==> src/rtl/result_collector.sv <==
// Collects the 2x2 result matrix from each of the three compute engines, then plays
// the 12 captured values out one after another, each for HOLD_CYCLES clocks.
module result_collector #(
  parameter int DW          = 8,
  parameter int HOLD_CYCLES = 4
) (
  input  logic          clk,
  input  logic          rst,
  input  logic          done,
  input  logic          pe_c00,
  input  logic          pe_c01,
  input  logic          pe_c10,
  input  logic          pe_c11,
  input  logic          sa2x2_c00,
  input  logic          sa2x2_c01,
  input  logic          sa2x2_c10,
  input  logic          sa2x2_c11,
  input  logic          sa3x3_c00,
  input  logic          sa3x3_c01,
  input  logic          sa3x3_c10,
  input  logic          sa3x3_c11,
  input  logic [DW-1:0] pe_out,
  input  logic [DW-1:0] sa2x2_out,
  input  logic [DW-1:0] sa3x3_out,
  output logic [DW-1:0] display_output,
  output logic [3:0]    display_idx,
  output logic          display_valid,
  output logic          busy,
  output logic          all_captured
);

  localparam int DWELL_W = $clog2(HOLD_CYCLES + 1);
  localparam logic [DWELL_W-1:0] DWELL_LAST = DWELL_W'(HOLD_CYCLES - 1);
  localparam logic [3:0] LAST_SLOT = 4'd11;

  typedef enum logic [1:0] {COLLECT, SHOW, FINISHED} state_t;

  state_t               state, state_nxt;
  logic [3:0]           idx, idx_nxt;
  logic [DWELL_W-1:0]   dwell, dwell_nxt;
  logic [DW-1:0]        r [12];
  logic [11:0]          cap;
  logic [11:0]          stb;
  logic [DW-1:0]        src [3];

  // Slot index is engine*4 + cell, so strobe bit i pairs with engine i/4.
  assign stb = {sa3x3_c11, sa3x3_c10, sa3x3_c01, sa3x3_c00,
                sa2x2_c11, sa2x2_c10, sa2x2_c01, sa2x2_c00,
                pe_c11,    pe_c10,    pe_c01,    pe_c00};
  assign src[0] = pe_out;
  assign src[1] = sa2x2_out;
  assign src[2] = sa3x3_out;

  always_ff @(posedge clk or negedge rst) begin
    if (!rst) begin
      for (int i = 0; i < 12; i++) r[i] <= '0;
      cap <= '0;
    end else if (state == COLLECT) begin
      for (int i = 0; i < 12; i++) begin
        if (stb[i]) begin
          r[i]   <= src[i/4];
          cap[i] <= 1'b1;
        end
      end
    end
  end

  always_ff @(posedge clk or negedge rst) begin
    if (!rst) begin
      state <= COLLECT;
      idx   <= '0;
      dwell <= '0;
    end else begin
      state <= state_nxt;
      idx   <= idx_nxt;
      dwell <= dwell_nxt;
    end
  end

  always_comb begin
    state_nxt = state;
    idx_nxt   = idx;
    dwell_nxt = dwell;
    case (state)
      COLLECT: begin
        if (done) begin
          state_nxt = SHOW;
          idx_nxt   = '0;
          dwell_nxt = '0;
        end
      end
      SHOW: begin
        if (dwell == DWELL_LAST) begin
          dwell_nxt = '0;
          if (idx == LAST_SLOT) state_nxt = FINISHED;
          else                  idx_nxt   = idx + 4'd1;
        end else begin
          dwell_nxt = dwell + DWELL_W'(1);
        end
      end
      default: ;
    endcase
  end

  // Outputs depend only on registered state, never directly on inputs.
  always_comb begin
    display_output = '0;
    display_idx    = '0;
    display_valid  = 1'b0;
    case (state)
      SHOW: begin
        display_output = r[idx];
        display_idx    = idx;
        display_valid  = 1'b1;
      end
      FINISHED: begin
        display_output = r[11];
        display_idx    = LAST_SLOT;
      end
      default: ;
    endcase
  end

  assign busy         = display_valid;
  assign all_captured = &cap;

endmodule

==> config.mk <==
export PLATFORM = sky130hd
export DESIGN_NAME = result_collector
export DESIGN_NICKNAME = d
export VERILOG_FILES = /design/src/rtl/result_collector.sv
export SDC_FILE = /design/constraint.sdc
export NUM_CORES = 1
export LEC_CHECK = 0
export BUFFER_PORTS_ARGS = -buffer_cell sky130_fd_sc_hd__buf_4
export CAP_MARGIN = 20
export CORE_MARGIN = 1
export CORE_UTILIZATION = 50
export DETAILED_ROUTE_END_ITERATION = 8
export PLACE_DENSITY = 0.74
export SLEW_MARGIN = 20
export SYNTH_ARGS = -nofsm -noshare
export SYNTH_HDL_FRONTEND = slang
export SYNTH_SLANG_ARGS = --single-unit
==> constraint.sdc <==
create_clock -name clk -period 2.3 [get_ports clk]
set_input_delay 0.345 -clock clk [delete_from_list [all_inputs] [get_ports clk]]
set_output_delay 0.345 -clock clk [all_outputs]
set_load 0.01 [all_outputs]
==> impl_results.md <==
* Syn Area/Cell at around 13 sq um
* Pwr dens at roughly 700 mW/mm^2
* Final setup viols at 8
* Main synth FF type: dfrtp_1
* Seq/Total Area, Yosys at 0.5358
* GP Congestion at 0.7665
* Dpl ws at ~0.22 ns
* Failing checks: setup timing
* Adder-cell share of the synthesized area at 0.01145
* Clock slew at reported path FFs at ~0.06 ns
* Final hold vios at 0
* Worst-Margin Slew at between 0.5 and 0.6 ns
* Die height at roughly 110 microns
* Placed cells at just under 600
* H-tree levels at 4
* GRT Total Usage at 0.2365
* Most common cell after layout, fill and taps aside: dfrtp_1
* Share of layout cells above drive strength 1 at 0.2984
* Final WL at ~13000 microns
* RSZ-0062 raised after global routing: yes
* Worst IR Drop VDD at approximately 0.43 mV
* Flop pwr share at 0.431
* Cts bufs inserted at 17
* Rows at 37
* Clock latency on the worst-skew pair at 0.52 ns
* Multiplexer area fraction after synthesis at 0.2938
* Post-route antenna net violation count at 0
* Synth Area in Compound Gates at 0.06526
* Ys async rst share at 1.000
* Layout Cells excl Fill at around 630
* Worst Path Required at about 2.0 ns
* Maxcap violations at 0
* FF+latch count, synth at approximately 120
* CP arrival at around 2.1 ns
* Fin nets at approximately 530
* Synth Area in Simple Gates at 0.06893
* DRC viols at 0
* Main combinational cell family by area after synthesis: multiplexers
* CP startpoint: idx[0]
* Ant. Diodes at 0
* NetSw at between 900 and 1000 uW
* Mapped cell area at about 0.0055 sq mm
* CP endpoint kind: output pin
* Number of enable flip-flop cells after synthesis at 0
* Post-layout util at 0.6583
* 1st-pass router iterations at 5
* XOR/XNOR Fraction of Synth Area at 0
* FF-to-FF Start: state[1]
* Fillers at 756
* Die area at approximately 0.011 sq mm
* Final worst path period need at ~2.5 ns
* DP Wirelength at roughly 8300 microns
* Leakage power at around 0.0038 uW
* Hold_sp: pe_out[4]
* Switching Fraction at 0.2086
* Most frequent cells in the layout: dfrtp_1 (113), mux2_1 (93), buf_4 (64), mux2i_1 (45), clkbuf_16 (19)
* Die W at between 100 and 150 microns
* Clock Path Buffers at 2
* CTS tree: built
* Clock network power share at 0.544
* R2R Path End: r[31]
* Overflow after GRT at 0
* Pins Over Slew Limit at 0
* Clk sinks at roughly 120
* Slew HR at 0.6473
* Via count at approximately 3700
* Syn Nets at approximately 450
* Combinational power share at 0.024
* WHS Endpoint: r[76]
* Starting DRT DRC Count at approximately 220
* Largest net degree at the start of global routing at 56
* Overall power at 4775 uW
* Worst Hold Depth at 2
* Crit Path Max Fanout at 6
* Setup Crit Path Kind: reg2out
* Internal power at 3779 uW
* Worst hold path type: in2reg
* Synth unique cells at 38
* Critical path startpoint category: flop
* Root buf cell: clkbuf_8
* Final setup margin at -0.1508 ns
* Internal reg-to-reg setup slack at around 0.35 ns
* Initial core utilization at 0.5222
* Antenna violations before repair at 0
* Wire per inst at roughly 20 microns
* First-pass GRT wire length at about 20000 microns
* Synth warn at 0
* Synth Instances at 408
* IO buf count at 53
* Core ar. at 0.01046 sq mm
* Setup TNS at -0.9174 ns
* Tcrit/Tclk final at 1.066
* Vias in the first global route at 3728
* FMAX at 408.0 MHz
* Vias per cell at about 5.8
* Status: finished, violations left
* Ports at 54
* Worst Reg-to-Reg Cells at 5
* Clock Skew at around 0.010 ns
* Synth-to-layout area growth at 26.06%
## worst max path at each step
stage | slack (ns) | cells after the start | endpoint
after floorplan | 0.48 | 6 | display_output[0]
after global placement | 0.35 | 6 | display_output[7]
after detailed placement | 0.22 | 6 | display_output[1]
after CTS | -0.09 | 6 | display_output[6]
after global routing | -0.22 | 7 | display_output[5]
final | -0.15 | 7 | display_output[1]
## logic make-up after synthesis
| group | Yosys count |
|---|---|
| AO/OA/AOI/OAI | 53 |
| adder cells (fa/ha/maj) | 5 |
| buffers and inverters | 22 |
| flip-flops | 117 |
| multiplexers | 147 |
| AND/OR/NAND/NOR | 64 |
## flip-flops by register name (all words and copies together) (netlist names)
register,flops
dwell,3
r,96
idx,4
state,2
cap,12
## cell usage after synthesis (all sizes together) (2+ instances only)
master | number | area share
dfrtp | 117 | 0.54
mux2 | 97 | 0.20
mux2i | 50 | 0.094
nand2 | 24 | 0.021
a22oi | 23 | 0.032
buf | 17 | 0.021
nand2b | 16 | 0.018
o21ai | 11 | 0.010
o22ai | 8 | 0.0092
nor2b | 6 | 0.0069
ha | 5 | 0.011
a21oi | 4 | 0.0044
nand4 | 4 | 0.0046
and2 | 3 | 0.0034
inv | 3 | 0.0021
nand3b | 3 | 0.0048
o21a | 3 | 0.0041
and3 | 2 | 0.0023
clkbuf | 2 | 0.0021
## power groups by stage
stage	clock, uW	sequential (uW)	combinational, uW
floorplan	0	2100	2.01
global route	2730	2060	131
global placement	0	2100	113
finish	2600	2060	116
CTS	2630	2060	119
detailed placement	0	2100	118
## metal layers
layer | share of wire | track usage | vias to the layer above
met2 | 0.50 | 0.3738 | 118
met4 | 0.016 | 0.08023 | 0
met1 | 0.44 | 0.3194 | 1901
met3 | 0.046 | 0.05886 | 22
met5 | 0 | 0 | -
li1 | - | - | 1642
## through the flow
step / cell area, sq um / hold slack, ns
after floorplan: 5464 / 0.04941
after global placement: 6035 / 0.3104
after detailed placement: 6035 / 0.3225
after CTS: 6709 / 0.04500
after global routing: 6888 / 0.04580
final: 6888 / 0.06414
## critical path, cell delays in order, from the launching register on
cell       delay, ns
dfrtp_4         0.51
buf_6           0.16
clkbuf_16       0.16
mux2i_1         0.14
a22oi_1         0.18
nand2_1         0.13
o21ai_2         0.15
buf_4           0.14
## area by class of cell
class | count | area (sq um) | share of cell area
Sequential cell | 117 | 2935 | 0.4262
Multi-Input combinational cell | 269 | 2502 | 0.3633
Timing Repair Buffer | 75 | 679.4 | 0.09864
Clock buffer | 19 | 431.7 | 0.06267
Tap cell | 136 | 170.2 | 0.02470
Clock inverter | 13 | 157.7 | 0.02289
Inverter | 3 | 11.26 | 0.001635
## repair_timing
item / in CTS / in global routing
hold buffers: 1 / 0
endpoints found under the setup margin: 8 / 8
buffers inserted: 5 / 3
pin swaps: 2 / 14
resized for setup: 14 / 19
hold endpoints to repair: 30 / 0
gates cloned: 0 / 3
Power figures use the tool's default switching activity.
